===== config.mk =====
export PLATFORM = sky130hd
export DESIGN_NAME = uart_tx_serializer
export DESIGN_NICKNAME = d
export VERILOG_FILES = /design/src/rtl/uart_tx_serializer.sv
export SDC_FILE = /design/constraint.sdc
export NUM_CORES = 1
export LEC_CHECK = 0
export ABC_CLOCK_PERIOD_IN_PS = 2150
export CAP_MARGIN = 5
export CORE_ASPECT_RATIO = 1.1
export CORE_UTILIZATION = 58
export CTS_BUF_LIST = sky130_fd_sc_hd__clkbuf_8
export CTS_CLUSTER_DIAMETER = 200
export CTS_CLUSTER_SIZE = 28
export DETAILED_ROUTE_END_ITERATION = 7
export GPL_ROUTABILITY_DRIVEN = 0
export PLACE_DENSITY = 0.91
export SLEW_MARGIN = 20
export SYNTH_ARGS = -nofsm -noshare
export SYNTH_HDL_FRONTEND = slang
export SYNTH_SLANG_ARGS = --single-unit

===== constraint.sdc =====
create_clock -name clk -period 2.15 [get_ports clk]
set_input_delay 0.215 -clock clk [delete_from_list [all_inputs] [get_ports clk]]
set_output_delay 0.215 -clock clk [all_outputs]
set_load 0.05 [all_outputs]

===== src/rtl/uart_tx_serializer.sv =====
// UART transmit serializer: pops bytes from the TX FIFO and frames them
// (start, data LSB first, optional parity, stop bits) at CLKS_PER_BIT clocks per bit.
module uart_tx_serializer #(
  parameter int CLKS_PER_BIT = 16,
  parameter int DATA_BITS    = 8,
  parameter int PARITY_EN    = 0,
  parameter int PARITY_ODD   = 0,
  parameter int STOP_BITS    = 1
) (
  input  logic       clk,
  input  logic       reset_n,
  input  logic       fifo_empty,
  input  logic [7:0] fifo_data,
  output logic       fifo_rd_en,
  output logic       tx,
  output logic       busy,
  output logic       tx_done
);

  localparam int BAUD_W = $clog2(CLKS_PER_BIT);
  localparam logic [BAUD_W-1:0] BAUD_LAST = BAUD_W'(CLKS_PER_BIT - 1);
  localparam logic [BAUD_W-1:0] BAUD_PRE  = BAUD_W'(CLKS_PER_BIT - 2);
  localparam logic [2:0]        DATA_LAST = 3'(DATA_BITS - 1);
  localparam logic [2:0]        STOP_LAST = 3'(STOP_BITS - 1);

  typedef enum logic [2:0] {
    S_IDLE, S_REQ, S_LOAD, S_START, S_DATA, S_PARITY, S_STOP
  } state_t;

  state_t                 r_state;
  state_t                 w_next;
  logic [BAUD_W-1:0]      r_baud;
  logic [2:0]             r_bit;
  logic [DATA_BITS-1:0]   r_shift;
  logic                   r_parity;
  logic                   r_tx;
  logic                   r_rd_en;
  logic                   r_busy;
  logic                   r_done;
  logic                   w_wrap;
  logic                   w_tx_next;
  logic                   w_done_next;

  assign w_wrap = (r_baud == BAUD_LAST);

  always_ff @(posedge clk or negedge reset_n) begin
    if (!reset_n) r_state <= S_IDLE;
    else          r_state <= w_next;
  end

  // Outputs are computed for the upcoming state so they can be registered
  // and still line up with the state they belong to.
  always_comb begin
    w_next      = r_state;
    w_tx_next   = 1'b1;
    w_done_next = 1'b0;
    case (r_state)
      S_IDLE:   if (!fifo_empty) w_next = S_REQ;
      S_REQ:    w_next = S_LOAD;
      S_LOAD:   w_next = S_START;
      S_START:  if (w_wrap) w_next = S_DATA;
      S_DATA:   if (w_wrap && r_bit == DATA_LAST)
                  w_next = (PARITY_EN != 0) ? S_PARITY : S_STOP;
      S_PARITY: if (w_wrap) w_next = S_STOP;
      S_STOP:   if (w_wrap && r_bit == STOP_LAST) w_next = S_IDLE;
      default:  w_next = S_IDLE;
    endcase
    case (w_next)
      S_START:  w_tx_next = 1'b0;
      S_DATA:   w_tx_next = (r_state == S_DATA && w_wrap) ? r_shift[1] : r_shift[0];
      S_PARITY: w_tx_next = r_parity;
      default:  w_tx_next = 1'b1;
    endcase
    w_done_next = (r_state == S_STOP) && !w_wrap && (r_baud == BAUD_PRE) &&
                  (r_bit == STOP_LAST);
  end

  always_ff @(posedge clk or negedge reset_n) begin
    if (!reset_n) begin
      r_baud   <= '0;
      r_bit    <= '0;
      r_shift  <= '0;
      r_parity <= 1'b0;
      r_tx     <= 1'b1;
      r_rd_en  <= 1'b0;
      r_busy   <= 1'b0;
      r_done   <= 1'b0;
    end else begin
      r_tx    <= w_tx_next;
      r_rd_en <= (w_next == S_REQ);
      r_busy  <= (w_next != S_IDLE);
      r_done  <= w_done_next;
      case (r_state)
        S_LOAD: begin
          r_shift  <= fifo_data[DATA_BITS-1:0];
          r_parity <= (^fifo_data[DATA_BITS-1:0]) ^ (PARITY_ODD != 0);
          r_baud   <= '0;
          r_bit    <= '0;
        end
        S_START, S_PARITY: r_baud <= w_wrap ? '0 : r_baud + 1'b1;
        S_DATA: begin
          r_baud <= w_wrap ? '0 : r_baud + 1'b1;
          if (w_wrap) begin
            r_shift <= r_shift >> 1;
            r_bit   <= (r_bit == DATA_LAST) ? 3'd0 : r_bit + 3'd1;
          end
        end
        S_STOP: begin
          r_baud <= w_wrap ? '0 : r_baud + 1'b1;
          if (w_wrap) r_bit <= (r_bit == STOP_LAST) ? 3'd0 : r_bit + 3'd1;
        end
        default: r_baud <= '0;
      endcase
    end
  end

  assign tx         = r_tx;
  assign fifo_rd_en = r_rd_en;
  assign busy       = r_busy;
  assign tx_done    = r_done;

endmodule


==> flow_summary.toml <==
[clocking]
post_cts.repair.setup_buffers = 0
clock_latency_ns = 0.27
tritoncts.num_buffers = 3
cts_h_tree_lvls = 1
postCtsResizedCells = 0
cts.root.buffer_cell = "sky130_fd_sc_hd__clkbuf_8"
clk_transition_reported_paths_ns = 0.08
tritoncts_clock_tree = "yes"
maximum_root_to_sink_buffer_count = 2
postCtsHoldBufs = 0
numClockSinks = 23

[timing]
fin_crit_sh_pct = 87.8
clock.fmax_mhz = 530
layout_min_cycle_time_ns = 1.89
finalSetupTns_ns = 0
tightest_slew_ns = 0.493
timing.clock.skew_ns = 0.00334
slew_headroom_pct = 67.0
setup_ws_ns = 0.263
rsz0062_at_grt = "no"
report.final.hold_viol_count = 0
slew_violations = 0
setup_viol = 0

[layout]
filler_cell_count = 148
final_util_pct = 73.3
multi_input_comb_area_um2 = 687
antennaDiodeCount = 0
synthesis_to_finish_area_growth_pct = 14.0
seqCellArea_um2 = 577
final_nets = 167
share_of_post_route_cells_with_drive_strength_above_1_pct = 12.7

[yosys]
ys_dominant_reg_cell = "sky130_fd_sc_hd__dfrtp_1"
synth.most_common_cell = "sky130_fd_sc_hd__dfrtp_1"
synth-edff-count = 0
synth_top_area_cell = "sky130_fd_sc_hd__dfrtp_1"
ys_async_sr_fraction_pct = 100
post_synth_num_cell_types = 36
synth_nets = 152
synth_top_area_share_pct = 40.7
synth_seq_cells = 23
synth_seq_area_share_pct = 42.6
synthCells = 136
synth_area_leaders = "sky130_fd_sc_hd__dfrtp_1 41%, sky130_fd_sc_hd__mux2i_1 5.9%, sky130_fd_sc_hd__xnor2_1 5.8%, sky130_fd_sc_hd__ha_1 4.6%, sky130_fd_sc_hd__a21oi_1 4.4%"
syn-cell-area_mm2 = 0.00135
yosys-top-cells-count = "22 x sky130_fd_sc_hd__dfrtp_1, 15 x sky130_fd_sc_hd__nor2_1, 12 x sky130_fd_sc_hd__a21oi_1"
synth.avg_cell_area_um2 = 9.95
yosysWarningCount = 0

[power]
internal-power_uw = 621
sequentialPowerShare_pct = 56.7
vdd.ir_drop.worst_uv = 440
p_sw_uw = 184
clock_power_share_pct = 33.8
netSwitchingFraction_pct = 22.9
p_leak_uw = 0.000767
p_comb_share_pct = 9.5
p_per_area_mw_per_mm2 = 522

[worst_setup_path]
worstPathRequired_ns = 2.34
timing.critical_path.from_type = "flop"
worstSetupPathType = "flop to flop"
crit_arrival_ns = 2.08
end_kind = "flop"
cp_max_fo = 14

[run_status]
run_status = "finished, final reports clean"

[routing]
postRouteAntennaNets = 0
via_count = 1036
drt_first_pass_iters = 4
route.detailed.vias_per_inst = 5.82
wire_per_inst_um = 15.0
drt-total-wl_um = 2670
drtIter0Drc = 30
post-route-drc-count = 0

[floorplan]
floorplan.io_pins = 15
floorplan.die_area_mm2 = 0.00253
core-area_mm2 = 0.00211
die_boundary_height_um = 52.7
floorplan.rows = 17
fp.dieW_um = 48.1
start_util_pct = 64.3

[placement]
port_buffers = 14
place_worst_setup_slack_ns = 0.325
detailed_place_hpwl_um = 1980

[global_routing]
number_of_global_route_vias_before_repair = 1065
largest_net_degree_at_the_start_of_global_routing = 17
antenna_violations_before_repair = 0
grt_first_pass_wirelength_um = 4760
grt_overflow = 0
gr-usage-all-layers_pct = 27.4

[run]
maxCapViolCount = 0

[min_path]
holdCritPathClass = "input pin to async pin"
kinds of logic (layout without fill, tap and decap cells):
family	after synthesis	after routing	share of synthesized area, %
AO/OA/AOI/OAI	33	33	17.3
AND/OR/NAND/NOR	42	42	16.0
adder cells (fa/ha/maj)	5	5	4.62
XOR/XNOR	9	9	5.82
buffers and inverters	15	29	6.65
flip-flops	23	23	42.6
multiplexers	9	9	7.02
layout by cell type (no fill, tap or decap), types with 3 or more instances in the layout:
master / netlist / routed
sky130_fd_sc_hd__dfrtp_1: 22 / 22
sky130_fd_sc_hd__o21ai_0: 8 / 8
sky130_fd_sc_hd__inv_1: 7 / 7
sky130_fd_sc_hd__nand2_1: 9 / 9
sky130_fd_sc_hd__ha_1: 5 / 5
sky130_fd_sc_hd__nor4_1: 3 / 3
sky130_fd_sc_hd__buf_4: 1 / 4
sky130_fd_sc_hd__a21oi_1: 12 / 12
sky130_fd_sc_hd__nand2b_1: 4 / 4
sky130_fd_sc_hd__a21oi_2: 3 / 3
sky130_fd_sc_hd__mux2i_1: 8 / 8
sky130_fd_sc_hd__clkbuf_8: 0 / 3
sky130_fd_sc_hd__xnor2_1: 9 / 9
sky130_fd_sc_hd__clkdlybuf4s50_1: 0 / 14
sky130_fd_sc_hd__nor2_1: 15 / 15
area by class of cell:
type / instances / share of cell area (%)
well taps: 28 / 2.27
flip-flops and latches: 23 / 37.4
repair buffers: 18 / 11.0
multi-input cells: 98 / 44.5
inverters: 7 / 1.70
clock inverters: 1 / 0.486
clock buffers: 3 / 2.67
state kept, by name, summed over array words and instances, names as in the netlist:
register    flops
r_baud          4
r_bit           3
r_parity        1
r_shift         8
busy            1
tx_done         1
r_state         3
fifo_rd_en      1
tx              1
power by group through the flow:
| stage | logic (uW) | clock network [uW] | registers [uW] |
|---|---|---|---|
| CTS | 77.9 | 280 | 456 |
| finish | 76.6 | 273 | 456 |
| detailed placement | 77.9 | 0 | 464 |
| global placement | 75.4 | 0 | 464 |
| global route | 85.1 | 299 | 459 |
| floorplan | 36.7 | 0 | 465 |
final timing paths:
check                           slack [ns]  depth (start not counted)    endpoint       start
worst min register to register        0.51                          2    r_parity    r_parity
worst max register to register        0.26                          6  r_shift[5]   r_baud[0]
worst min-delay path                  0.27                          1     tx_done     reset_n
max in group asynchronous             1.33                          2  r_shift[7]     reset_n
worst max-delay path                  0.26                          6  r_shift[5]   r_baud[0]
min in group clk                      0.51                          2  fifo_rd_en  fifo_empty
layer usage:
layer / vias up / part of all wire [%] / GRT usage [%]
met5: - / 0 / 0
met1: 482 / 40 / 33.0
met2: 45 / 52 / 43.9
met3: 14 / 3.2 / 3.45
li1: 495 / - / -
met4: 0 / 4.4 / 18.1
metrics by stage:
step           total power [uW]  cell area (um2)  instances  hold slack, ns
3_5_place_dp                542             1500        174           0.485
2_1_floorplan               502             1350        136         -0.0806
5_1_grt                     843             1540        178           0.297
6_report                    806             1540        178           0.266
3_3_place_gp                539             1500        174           0.476
4_1_cts                     814             1540        178           0.284
critical path: stages, from the launching register on:
cell and delay [ns]:
sky130_fd_sc_hd__dfrtp_1 0.43, sky130_fd_sc_hd__ha_1 0.29, sky130_fd_sc_hd__and3_1 0.36, sky130_fd_sc_hd__nand2_1 0.15, sky130_fd_sc_hd__a21oi_4 0.37, sky130_fd_sc_hd__nor2_1 0.07, sky130_fd_sc_hd__a21oi_1 0.13
Note: power is estimated with default switching activity, not from simulation.
